===== src/rtl/cla32_bist.sv =====
`default_nettype none
// ============================================================================
// Module   : cla32_bist
// Brief    : At-speed self-test engine for a combinational WIDTH-bit adder.
//            It drives LFSR vectors and compares {cout,sum} with a golden sum.
//            Optional macro CLA_BIST_CORNER_EN adds four fixed corner vectors
//            ahead of the random ones.
// Revision : 1.0 - initial release
// ============================================================================
module cla32_bist #(
    parameter int          WIDTH       = 32,
    parameter int          NUM_VECTORS = 200,
    parameter logic [31:0] SEED_A      = 32'h1ACE_B00C,
    parameter logic [31:0] SEED_B      = 32'h0BAD_F00D
) (
    input  logic             clk,
    input  logic             rst,
    input  logic             start,
    output logic [WIDTH-1:0] dut_a,
    output logic [WIDTH-1:0] dut_b,
    output logic             dut_cin,
    input  logic [WIDTH-1:0] dut_sum,
    input  logic             dut_cout,
    output logic             busy,
    output logic             done,
    output logic             pass,
    output logic [15:0]      err_count,
    output logic             first_err_valid,
    output logic [WIDTH-1:0] first_err_a,
    output logic [WIDTH-1:0] first_err_b,
    output logic             first_err_cin
);

    localparam logic [1:0]  S_IDLE  = 2'd0;
    localparam logic [1:0]  S_DRIVE = 2'd1;
    localparam logic [1:0]  S_CHECK = 2'd2;
    localparam logic [1:0]  S_DONE  = 2'd3;

    // Right-shifting Galois taps for x^32+x^22+x^2+x+1
    localparam logic [31:0] c_poly   = 32'h8020_0003;
    localparam logic [31:0] c_seed_a = (SEED_A == 32'd0) ? 32'd1 : SEED_A;
    localparam logic [31:0] c_seed_b = (SEED_B == 32'd0) ? 32'd1 : SEED_B;
    localparam logic [15:0] c_last   = 16'(NUM_VECTORS - 1);

    logic [1:0]       r_state, w_state_nxt;
    logic [31:0]      r_lfsr_a, r_lfsr_b, w_lfsr_a_nxt, w_lfsr_b_nxt;
    logic [15:0]      r_vec_cnt, r_err_count;
    logic [WIDTH-1:0] r_dut_a, r_dut_b, r_ferr_a, r_ferr_b;
    logic             r_dut_cin, r_ferr_cin, r_ferr_valid;
    logic             r_busy, r_done, w_busy, w_done;
    logic [WIDTH-1:0] w_drv_a, w_drv_b;
    logic             w_drv_cin, w_in_corner, w_mismatch;
    logic [WIDTH:0]   w_golden;

`ifdef CLA_BIST_CORNER_EN
    logic [2:0] r_corner_idx;
    assign w_in_corner = ~r_corner_idx[2];
`else
    assign w_in_corner = 1'b0;
`endif

    assign w_lfsr_a_nxt = {1'b0, r_lfsr_a[31:1]} ^ (r_lfsr_a[0] ? c_poly : 32'd0);
    assign w_lfsr_b_nxt = {1'b0, r_lfsr_b[31:1]} ^ (r_lfsr_b[0] ? c_poly : 32'd0);

    always_comb begin
        w_drv_a   = WIDTH'(r_lfsr_a);
        w_drv_b   = WIDTH'(r_lfsr_b);
        w_drv_cin = r_lfsr_a[0] ^ r_lfsr_b[0];
`ifdef CLA_BIST_CORNER_EN
        if (w_in_corner) begin
            case (r_corner_idx[1:0])
                2'd0:    begin w_drv_a = '0;              w_drv_b = '0;              w_drv_cin = 1'b0; end
                2'd1:    begin w_drv_a = '1;              w_drv_b = '0;              w_drv_cin = 1'b1; end
                2'd2:    begin w_drv_a = '1;              w_drv_b = '1;              w_drv_cin = 1'b1; end
                default: begin w_drv_a = WIDTH'(32'hAAAA_AAAA); w_drv_b = WIDTH'(32'h5555_5555); w_drv_cin = 1'b1; end
            endcase
        end
`endif
    end

    assign w_golden   = {1'b0, r_dut_a} + {1'b0, r_dut_b} + {{WIDTH{1'b0}}, r_dut_cin};
    assign w_mismatch = ({dut_cout, dut_sum} != w_golden);

    always_ff @(posedge clk) begin
        if (rst) r_state <= S_IDLE;
        else     r_state <= w_state_nxt;
    end

    always_comb begin
        w_state_nxt = r_state;
        case (r_state)
            S_IDLE:  if (start) w_state_nxt = S_DRIVE;
            S_DRIVE: w_state_nxt = S_CHECK;
            S_CHECK: w_state_nxt = (!w_in_corner && r_vec_cnt == c_last) ? S_DONE : S_DRIVE;
            S_DONE:  if (start) w_state_nxt = S_DRIVE;
            default: w_state_nxt = S_IDLE;
        endcase
    end

    always_comb begin
        w_busy = (r_state == S_DRIVE) || (r_state == S_CHECK);
        w_done = (r_state == S_DONE);
    end

    // Status flags trail the state by one cycle, so done rises on edge k+1+2*N.
    always_ff @(posedge clk) begin
        if (rst) begin
            r_busy       <= 1'b0;
            r_done       <= 1'b0;
            r_lfsr_a     <= c_seed_a;
            r_lfsr_b     <= c_seed_b;
            r_vec_cnt    <= '0;
            r_err_count  <= '0;
            r_dut_a      <= '0;
            r_dut_b      <= '0;
            r_dut_cin    <= 1'b0;
            r_ferr_valid <= 1'b0;
            r_ferr_a     <= '0;
            r_ferr_b     <= '0;
            r_ferr_cin   <= 1'b0;
`ifdef CLA_BIST_CORNER_EN
            r_corner_idx <= '0;
`endif
        end else begin
            r_busy <= w_busy;
            r_done <= w_done;
            case (r_state)
                S_IDLE, S_DONE: begin
                    if (start) begin
                        r_lfsr_a     <= c_seed_a;
                        r_lfsr_b     <= c_seed_b;
                        r_vec_cnt    <= '0;
                        r_err_count  <= '0;
                        r_ferr_valid <= 1'b0;
                        r_ferr_a     <= '0;
                        r_ferr_b     <= '0;
                        r_ferr_cin   <= 1'b0;
`ifdef CLA_BIST_CORNER_EN
                        r_corner_idx <= '0;
`endif
                    end
                end
                S_DRIVE: begin
                    r_dut_a   <= w_drv_a;
                    r_dut_b   <= w_drv_b;
                    r_dut_cin <= w_drv_cin;
                    if (!w_in_corner) begin
                        r_lfsr_a <= w_lfsr_a_nxt;
                        r_lfsr_b <= w_lfsr_b_nxt;
                    end
                end
                default: begin
                    if (w_mismatch) begin
                        if (r_err_count != 16'hFFFF) r_err_count <= r_err_count + 16'd1;
                        if (!r_ferr_valid) begin
                            r_ferr_valid <= 1'b1;
                            r_ferr_a     <= r_dut_a;
                            r_ferr_b     <= r_dut_b;
                            r_ferr_cin   <= r_dut_cin;
                        end
                    end
`ifdef CLA_BIST_CORNER_EN
                    if (w_in_corner) r_corner_idx <= r_corner_idx + 3'd1;
                    else             r_vec_cnt    <= r_vec_cnt + 16'd1;
`else
                    r_vec_cnt <= r_vec_cnt + 16'd1;
`endif
                end
            endcase
        end
    end

    assign dut_a           = r_dut_a;
    assign dut_b           = r_dut_b;
    assign dut_cin         = r_dut_cin;
    assign busy            = r_busy;
    assign done            = r_done;
    assign pass            = r_done && (r_err_count == 16'd0);
    assign err_count       = r_err_count;
    assign first_err_valid = r_ferr_valid;
    assign first_err_a     = r_ferr_a;
    assign first_err_b     = r_ferr_b;
    assign first_err_cin   = r_ferr_cin;

endmodule
`default_nettype wire


===== config.mk =====
export PLATFORM = sky130hd
export DESIGN_NAME = cla32_bist
export DESIGN_NICKNAME = d
export VERILOG_FILES = /design/src/rtl/cla32_bist.sv
export SDC_FILE = /design/constraint.sdc
export NUM_CORES = 1
export LEC_CHECK = 0
export CAP_MARGIN = 5
export CORE_AREA = 3 3 181 183
export DETAILED_ROUTE_END_ITERATION = 6
export DIE_AREA = 0 0 184 186
export DONT_BUFFER_PORTS = 1
export GPL_TIMING_DRIVEN = 0
export PLACE_DENSITY_LB_ADDON = 0.25
export SLEW_MARGIN = 20
export SYNTH_ARGS = -nofsm -noshare
export SYNTH_HDL_FRONTEND = slang
export SYNTH_SLANG_ARGS = --single-unit

===== constraint.sdc =====
create_clock -name clk -period 5.17 [get_ports clk]
set_clock_uncertainty 0.15 [all_clocks]
set_input_delay 1.551 -clock clk [delete_from_list [all_inputs] [get_ports clk]]
set_output_delay 1.551 -clock clk [all_outputs]
set_load 0.05 [all_outputs]

== Word-level counts from Yosys, hierarchy flattened ==
Index checks and enable logic that the tools add are counted.
Operators by class
  add/subtract/negate cells: 4
  equality and inequality tests: 8
  multiplexer cells: 27
  bitwise gates (word level): 4
  reductions and logical operators: 13
Operators with widths (number)
  32-bit two-way mux: 9
  32-bit case mux with 2 select lines: 4
  16-bit case mux with 2 select lines: 2
  31-bit by 32-bit XOR with 32-bit output: 2
  16-bit two-way mux: 3
  32-bit by 32-bit adder with 33-bit output: 1
  33-bit by 1-bit adder with 33-bit output: 1
  33-bit inequality test: 1
  16-bit by 1-bit adder with 16-bit output (second input constant): 2
  16-bit by 8-bit == test with 1-bit output (second input constant): 1
  16-bit zero test: 1
  16-bit inequality test (second input constant): 1
  4-bit AND reduction: 2
  2-bit case mux with 3 select lines: 1
  2-bit nonzero test: 3
  2-bit == test (second input constant): 2
  1-bit two-way mux: 4
  2-bit two-way mux: 2
  1-bit case mux with 2 select lines: 2
  2-bit AND reduction: 2
  3-bit AND reduction: 1
  2-bit by 1-bit == test with 1-bit output (second input constant): 1
  2-bit zero test: 1
  2-bit by 1-bit inequality test with 1-bit output (second input constant): 1
  6 further kinds: 6
Word-level totals
  register bits after elaboration: 231
  output and inout bits: 150

== Logic depth before layout (Yosys ltp) ==
Gate-level depths: netlist (run 1).
  word-level depth: 5
  gate-level depth with buffers: 15
  depth with buffers taken out: 12

== Worst setup path before layout (run 1) ==
OpenSTA, ideal clock, no wires.
  path type: input-to-reg
  start point: in dut_sum[31]
  end point: reg r_ferr_b[12], in the netlist first_err_b[12]
  arrival time: 3849 ps
  data required time: 4903 ps
  setup slack: 1055 ps
  stages: 13
  buffers on the path: 3
  path through: xor2_1 -> nor3_1 -> nor3_4 -> o21ai_2 -> a2111oi_2 -> nand4_1 -> nor4_4 -> and3_1 -> buf_4 -> nor3_2 -> buf_6 -> buf_4 -> a22o_1
Between the ends
  word-level cells in the longest chain between the ends: 3
RTL lines
  start: declaration: RTL line 22  | input logic [WIDTH-1:0] dut_sum,
  33-bit inequality test: RTL line 82  | assign w_mismatch = ({dut_cout, dut_sum} != w_golden);
  2-bit nonzero test (no source line)
  4-bit AND reduction (no source line)
  end signal: assignment: RTL line 158  | r_ferr_b <= r_dut_b;
  end: declaration: RTL line 48  | logic [WIDTH-1:0] r_dut_a, r_dut_b, r_ferr_a, r_ferr_b;
No other way between the ends.
A chain may end at the register's enable or synchronous reset.

== Worst setup path in the final report (run 1) ==
  start point: reg r_dut_a[0], in the netlist dut_a[0]
  end point: reg r_ferr_b[18], in the netlist first_err_b[18]
Between the ends
  word-level cells in the longest chain between the ends: 5
RTL lines
  start: declaration: RTL line 48
  start signal: assignment: RTL line 144  | r_dut_a <= w_drv_a;
  32-bit by 32-bit adder with 33-bit output: RTL line 81  | assign w_golden = {1'b0, r_dut_a} + {1'b0, r_dut_b} + {{WIDTH{1'b0}}, r_dut_cin};
  33-bit by 1-bit adder with 33-bit output: RTL line 81
  33-bit inequality test: RTL line 82
  2-bit nonzero test (no source line)
  4-bit AND reduction (no source line)
No other way between the ends.

==> results of run 1 <==
-- layer usage --
metal	wire length [µm]	vias to the layer above	GRT usage
li1	-	4397	-
met1	16900	4421	0.288
met2	16500	314	0.331
met3	2740	53	0.0463
met4	983	0	0.0605
met5	0	-	0
-- cells in the mapped netlist (all sizes together), types with 25 or more instances --
library cell / count / area [µm²]
a21oi: 49 / 253
a22o: 67 / 587
a22oi: 38 / 285
buf: 29 / 205
clkbuf: 45 / 169
dfxtp: 231 / 4620
ha: 38 / 475
mux2i: 71 / 711
nand2: 60 / 225
nand2b: 39 / 244
nand3: 25 / 125
nor2: 155 / 584
nor3: 29 / 161
o21ai: 52 / 264
o22ai: 30 / 188
xnor2: 35 / 307
-- final cells by class --
class,count,share of cell area
tap,402,0.0407
clock inverter,11,0.0137
inverter,17,0.00516
multi-input combinational,862,0.474
buffer,74,0.0304
clock buffer,37,0.0609
sequential,231,0.375
-- path summary, 6_finish.rpt --
kind / to / slack, ns
setup / recovery: first_err_b[18] / 0.26
hold reg to reg: r_vec_cnt[15] / 0.35
setup reg to reg: first_err_b[18] / 0.26
hold / removal: r_vec_cnt[15] / 0.35
-- registers in the layout, summed over array words and instances (netlist names) --
signal and count:
dut_a 32, dut_b 32, first_err_a 32, first_err_b 32, r_lfsr_a 32, r_lfsr_b 32, err_count 16, r_vec_cnt 16
r_state 2, busy 1, done 1, dut_cin 1, first_err_cin 1, first_err_valid 1
-- metrics by stage --
stage	worst slack, ns	total power (µW)
finish	0.260	6900
global route	0.000372	7260
CTS	0.0525	6930
detailed placement	-0.250	4910
global placement	-0.290	4900
floorplan	1.05	4200
-- power by group through the flow --
stage	clock [µW]	combinational (µW)	sequential, µW
after floorplan	0	1500	2710
after global placement	0	2040	2860
after detailed placement	0	2050	2860
after CTS	2040	2060	2830
after global routing	2110	2300	2860
final	1990	2090	2830
-- kinds of logic (layout without fill, tap and decap cells) --
family	count (synthesis)	in the layout	synth area share
buf+inv	91	139	0.0402
xor+xnor	59	59	0.0475
flops	231	231	0.425
compound gates	322	322	0.210
mux	72	72	0.0663
simple gates	369	369	0.163
fa+ha+maj	40	40	0.0474
-- worst max-delay path: stages, from the launching register on --
cell and delay [ns]:
dfxtp_2 0.57, fa_1 0.35, fa_1 0.31, a211oi_2 0.12
o21a_1 0.24, o2bb2ai_2 0.36, o21bai_1 0.22, a2111oi_1 0.54
nand4_1 0.27, nor4_4 0.47, a31oi_2 0.30, a21oi_2 0.25
buf_4 0.29, buf_6 0.22, a22o_1 0.16
-- repair_timing --
| item | in CTS | in global routing |
|---|---|---|
| gates resized for setup | 4 | 11 |
| cloned | 0 | 0 |
| pin swaps | 0 | 0 |
| endpoints found under the setup margin | 63 | 58 |
==> out/qor.csv, run 1 <==
stage,metric,value,unit
yosys,synth_edf_count,0,
critical_path,startpoint_type,flop,
critical_path,cp-end-kind,flop,
yosys,ys_ff_latch,231,
routing,routed_wirelength,37200,µm
sta,hold_violations,0,
finish,layout_commonest_cell,dfxtp_1,
yosys,yosysWarnings,0,
finish,final_util,0.394,
run_status,status,"complete, no violations",
routing,ant_nets,0,
floorplanning,ios,186,
power_and_ir_drop,p_int,3970,µW
sta,clock.fmax,204,MHz
yosys,yosys_most_used_dff,dfxtp_1,
sta,rsz0062_at_grt,no,
power_and_ir_drop,comb_power_share,0.302,
critical_path,reg2reg_from,dut_a[0],
power_and_ir_drop,power_frac_seq,0.410,
yosys,yosysSeqAreaShare,0.425,
clock_tree,cts_tree,built,
sta,whs,0.353,ns
critical_path,worstRegToRegCells,14,
floorplanning,row_count,65,
floorplanning,core_area,0.0314,mm²
worst_hold_path,hp-start,r_vec_cnt[15],
routing,drt_iter0_drc,613,
floorplanning,die_w,184,µm
clock_tree,clkTransAtPathRegs,0.06,ns
worst_hold_path,min_path_type,reg -> reg,
placement,place_congestion,0.919,
placement,dp.cells,1586,
power_and_ir_drop,p_per_area,558,mW/mm²
clock_tree,clock_sinks,231,
clock_tree,clkLatencyLatePin,0.54,ns
finish,nFillCells,3156,
global_routing,grt_use_total,0.209,
finish,area_growth,13.5,%
clock_tree,cts-root-buf,clkbuf_16,
power_and_ir_drop,p_clk_frac,0.288,
sta,report.final.slew_viol_count,0,
clock_tree,cts_buffers,27,
critical_path,worstPathRequired,5.49,ns
sta,fin_crit_sh,0.950,
sta,layout_min_cycle_time,4.91,ns
routing,vias_per_cell,5.62,
clock_tree,postCtsSetupRepairBufs,0,
yosys,synth_cell_types,73,
clock_tree,cts_hold_buf,0,
global_routing,grt_pass1_wl,55100,µm
placement,dpl.hpwl,28100,µm
finish,antenna_cells,0,
global_routing,grt_start_max_net_pins,14,
worst_hold_path,min_delay_path_depth,2,
finish,instances_no_fill,1634,
placement,port_buffers,0,
yosys,syn-cell-area,0.0109,mm²
placement,placed_area,0.0114,mm²
finish,stdcell_area,0.0124,mm²
finish,regArea,0.00463,mm²
sta,setup_viol,0,
floorplanning,die-area,0.0342,mm²
yosys,async_flop_share,0,
routing,routedWlPerCell,22.8,µm
clock_tree,ctsHtreeMaxLevel,1,
yosys,syn_inst,1184,
floorplanning,start_util,0.347,
power_and_ir_drop,p_switching,2930,µW
critical_path,critPathMaxFanout,10,
finish,drive_above_1_share,0.0731,
yosys,post_synth.cell_area_avg,9.19,µm²
power_and_ir_drop,p_sw_frac,0.424,
global_routing,antenna_found_initial,0,
global_routing,grt_pass1_vias,8855,
power_and_ir_drop,peakVddDrop,0.328,mV
sta,worstMarginPinSlew,0.887,ns
power_and_ir_drop,leakagePower,0.00459,µW
floorplanning,die_y,186,µm
yosys,synthesis.nets,1260,
global_routing,overflow,0,
sta,fin_setup_tns,0,ns
finish,multi_input_area,0.00586,mm²
clock_tree,cts_buffer_depth,3,
finish,finish.net_count,1289,
routing,dr.pass1.iters,5,
finish,layout_common_cells,"dfxtp_1 (224), nor2_1 (154), mux2i_1 (70)",
critical_path,crit_type,reg -> reg,
critical_path,cp.arrival,5.23,ns
routing,num_vias,9185,
sta,max-slew-margin-rel,0.408,
routing,route.detailed.drc,0,
flow_run,drv_cap,0,
critical_path,critPathLaunch,dut_a[0],
Note: power is estimated with default switching activity, not from simulation.
==> inputs of run 2 (changes only) <==
--- a/config.mk
+++ b/config.mk
@@ -6,13 +6,12 @@
 export NUM_CORES = 1
 export LEC_CHECK = 0
 export CAP_MARGIN = 5
-export CORE_AREA = 3 3 181 183
+export CORE_AREA = 2 2 180 182
 export DETAILED_ROUTE_END_ITERATION = 6
-export DIE_AREA = 0 0 184 186
+export DIE_AREA = 0 0 182 184
 export DONT_BUFFER_PORTS = 1
 export GPL_TIMING_DRIVEN = 0
 export PLACE_DENSITY_LB_ADDON = 0.25
-export SLEW_MARGIN = 20
 export SYNTH_ARGS = -nofsm -noshare
 export SYNTH_HDL_FRONTEND = slang
 export SYNTH_SLANG_ARGS = --single-unit
==> out/qor.csv, run 2 (synthesis results as in run 1) <==
stage,metric,value,unit
finish,drive_above_1_share,0.0761,
flow_run,drv_cap,0,
placement,dpl.hpwl,27700,µm
sta,fin_setup_tns,0,ns
floorplanning,row_count,65,
finish,area_growth,14.1,%
global_routing,grt_start_max_net_pins,15,
critical_path,critPathMaxFanout,10,
global_routing,grt_use_total,0.215,
clock_tree,cts_tree,built,
finish,instances_no_fill,1638,
floorplanning,die-area,0.0335,mm²
global_routing,grt_pass1_wl,55300,µm
clock_tree,postCtsSetupRepairBufs,0,
sta,report.final.slew_viol_count,0,
critical_path,startpoint_type,flop,
clock_tree,clkTransAtPathRegs,0.06,ns
critical_path,cp.arrival,5.32,ns
critical_path,worstPathRequired,5.51,ns
finish,nFillCells,3162,
routing,ant_nets,0,
clock_tree,ctsHtreeMaxLevel,1,
placement,port_buffers,0,
sta,layout_min_cycle_time,4.98,ns
placement,dp.cells,1586,
finish,finish.net_count,1290,
sta,fin_crit_sh,0.964,
floorplanning,start_util,0.347,
sta,rsz0062_at_grt,no,
routing,routed_wirelength,36700,µm
critical_path,cp-end-kind,flop,
global_routing,grt_pass1_vias,8730,
sta,setup_viol,0,
floorplanning,core_area,0.0314,mm²
clock_tree,cts_buffers,28,
routing,drt_iter0_drc,603,
floorplanning,ios,186,
worst_hold_path,min_path_type,reg -> reg,
finish,antenna_cells,0,
routing,dr.pass1.iters,5,
routing,vias_per_cell,5.57,
routing,route.detailed.drc,0,
placement,place_congestion,0.908,
power_and_ir_drop,peakVddDrop,0.273,mV
clock_tree,cts-root-buf,clkbuf_16,
sta,max-slew-margin-rel,0.229,
finish,layout_common_cells,"dfxtp_1 (226), nor2_1 (154), mux2i_1 (71)",
run_status,status,"complete, no violations",
clock_tree,clkLatencyLatePin,0.56,ns
power_and_ir_drop,p_per_area,564,mW/mm²
power_and_ir_drop,p_total,7010,µW
power_and_ir_drop,leakagePower,0.00463,µW
sta,worstMarginPinSlew,1.12,ns
sta,hold_violations,0,
routing,num_vias,9130,
clock_tree,cts_buffer_depth,3,
critical_path,crit_type,reg -> reg,
sta,clock.fmax,201,MHz
global_routing,antenna_found_initial,0,
global_routing,overflow,0,
floorplanning,die_w,182,µm
routing,routedWlPerCell,22.4,µm
clock_tree,clock_sinks,231,
finish,layout_commonest_cell,dfxtp_1,
floorplanning,die_y,184,µm
-- run 2: changes by cell type in the layout (fill, tap and decap cells not counted), moves of 2 or more --
| cell | delta |
|---|---|
| dfxtp_2 | -2 |
| clkbuf_1 | -4 |
| clkbuf_8 | +3 |
| dfxtp_1 | +2 |
| clkinvlp_4 | +2 |
-- run 2: through the flow --
step                worst slack [ns]  area (µm²)  hold slack, ns   util
floorplan                       1.05       10900           0.315      -
global placement              -0.158       11400           0.327  0.363
detailed placement            -0.110       11400           0.338  0.363
CTS                           0.0334       12400           0.347  0.395
global route                  0.0183       12400           0.385  0.396
finish                         0.186       12400           0.344  0.396
-- run 2: layer usage --
layer  global-route usage  wire (µm)
met3               0.0519       2590
met2                0.342      16400
met1                0.296      17000
met4               0.0416        675
met5                    0          0
-- run 2: worst paths after layout --
kind                                    start               to  slack, ns  cells after the start
worst min register to register  r_vec_cnt[15]    r_vec_cnt[15]       0.34                      2
worst max-delay path                 dut_a[0]  first_err_a[13]       0.19                     14
worst min-delay path            r_vec_cnt[15]    r_vec_cnt[15]       0.34                      2
worst max register to register       dut_a[0]  first_err_a[13]       0.19                     14
-- run 2: cell type report --
class                           instances  area, µm²  share of cell area
Buffer                                 74        375              0.0302
Clock inverter                         15        208              0.0167
Multi-Input combinational cell        862       5840               0.470
Sequential cell                       231       4630               0.373
Clock buffer                           37        805              0.0648
Inverter                               17       63.8             0.00514
Tap cell                              402        503              0.0405
-- run 2: report_power, final --
part | internal, µW | switching (µW) | leakage (µW) | total [µW]
Combinational | 733 | 1330 | 0.00226 | 2070
Clock | 1300 | 819 | 0.000492 | 2120
Sequential | 2010 | 805 | 0.00188 | 2820
-- run 2: timing repair --
item / 4_1_cts / 5_1_grt
gates resized for setup: 3 / 7
endpoints found under the setup margin: 50 / 66
hold buffers: 0 / 0
pin swaps: 0 / 0
-- run 2: critical path: stages, from the launching register on --
cell	delay (ns)
dfxtp_2	0.58
fa_1	0.37
fa_1	0.31
a211oi_2	0.12
o21a_1	0.23
o2bb2ai_2	0.28
o21bai_1	0.17
a2111oi_1	0.66
nand4_1	0.29
nor4_4	0.48
a31oi_2	0.30
a21oi_2	0.26
buf_4	0.31
buf_6	0.20
a22o_1	0.15
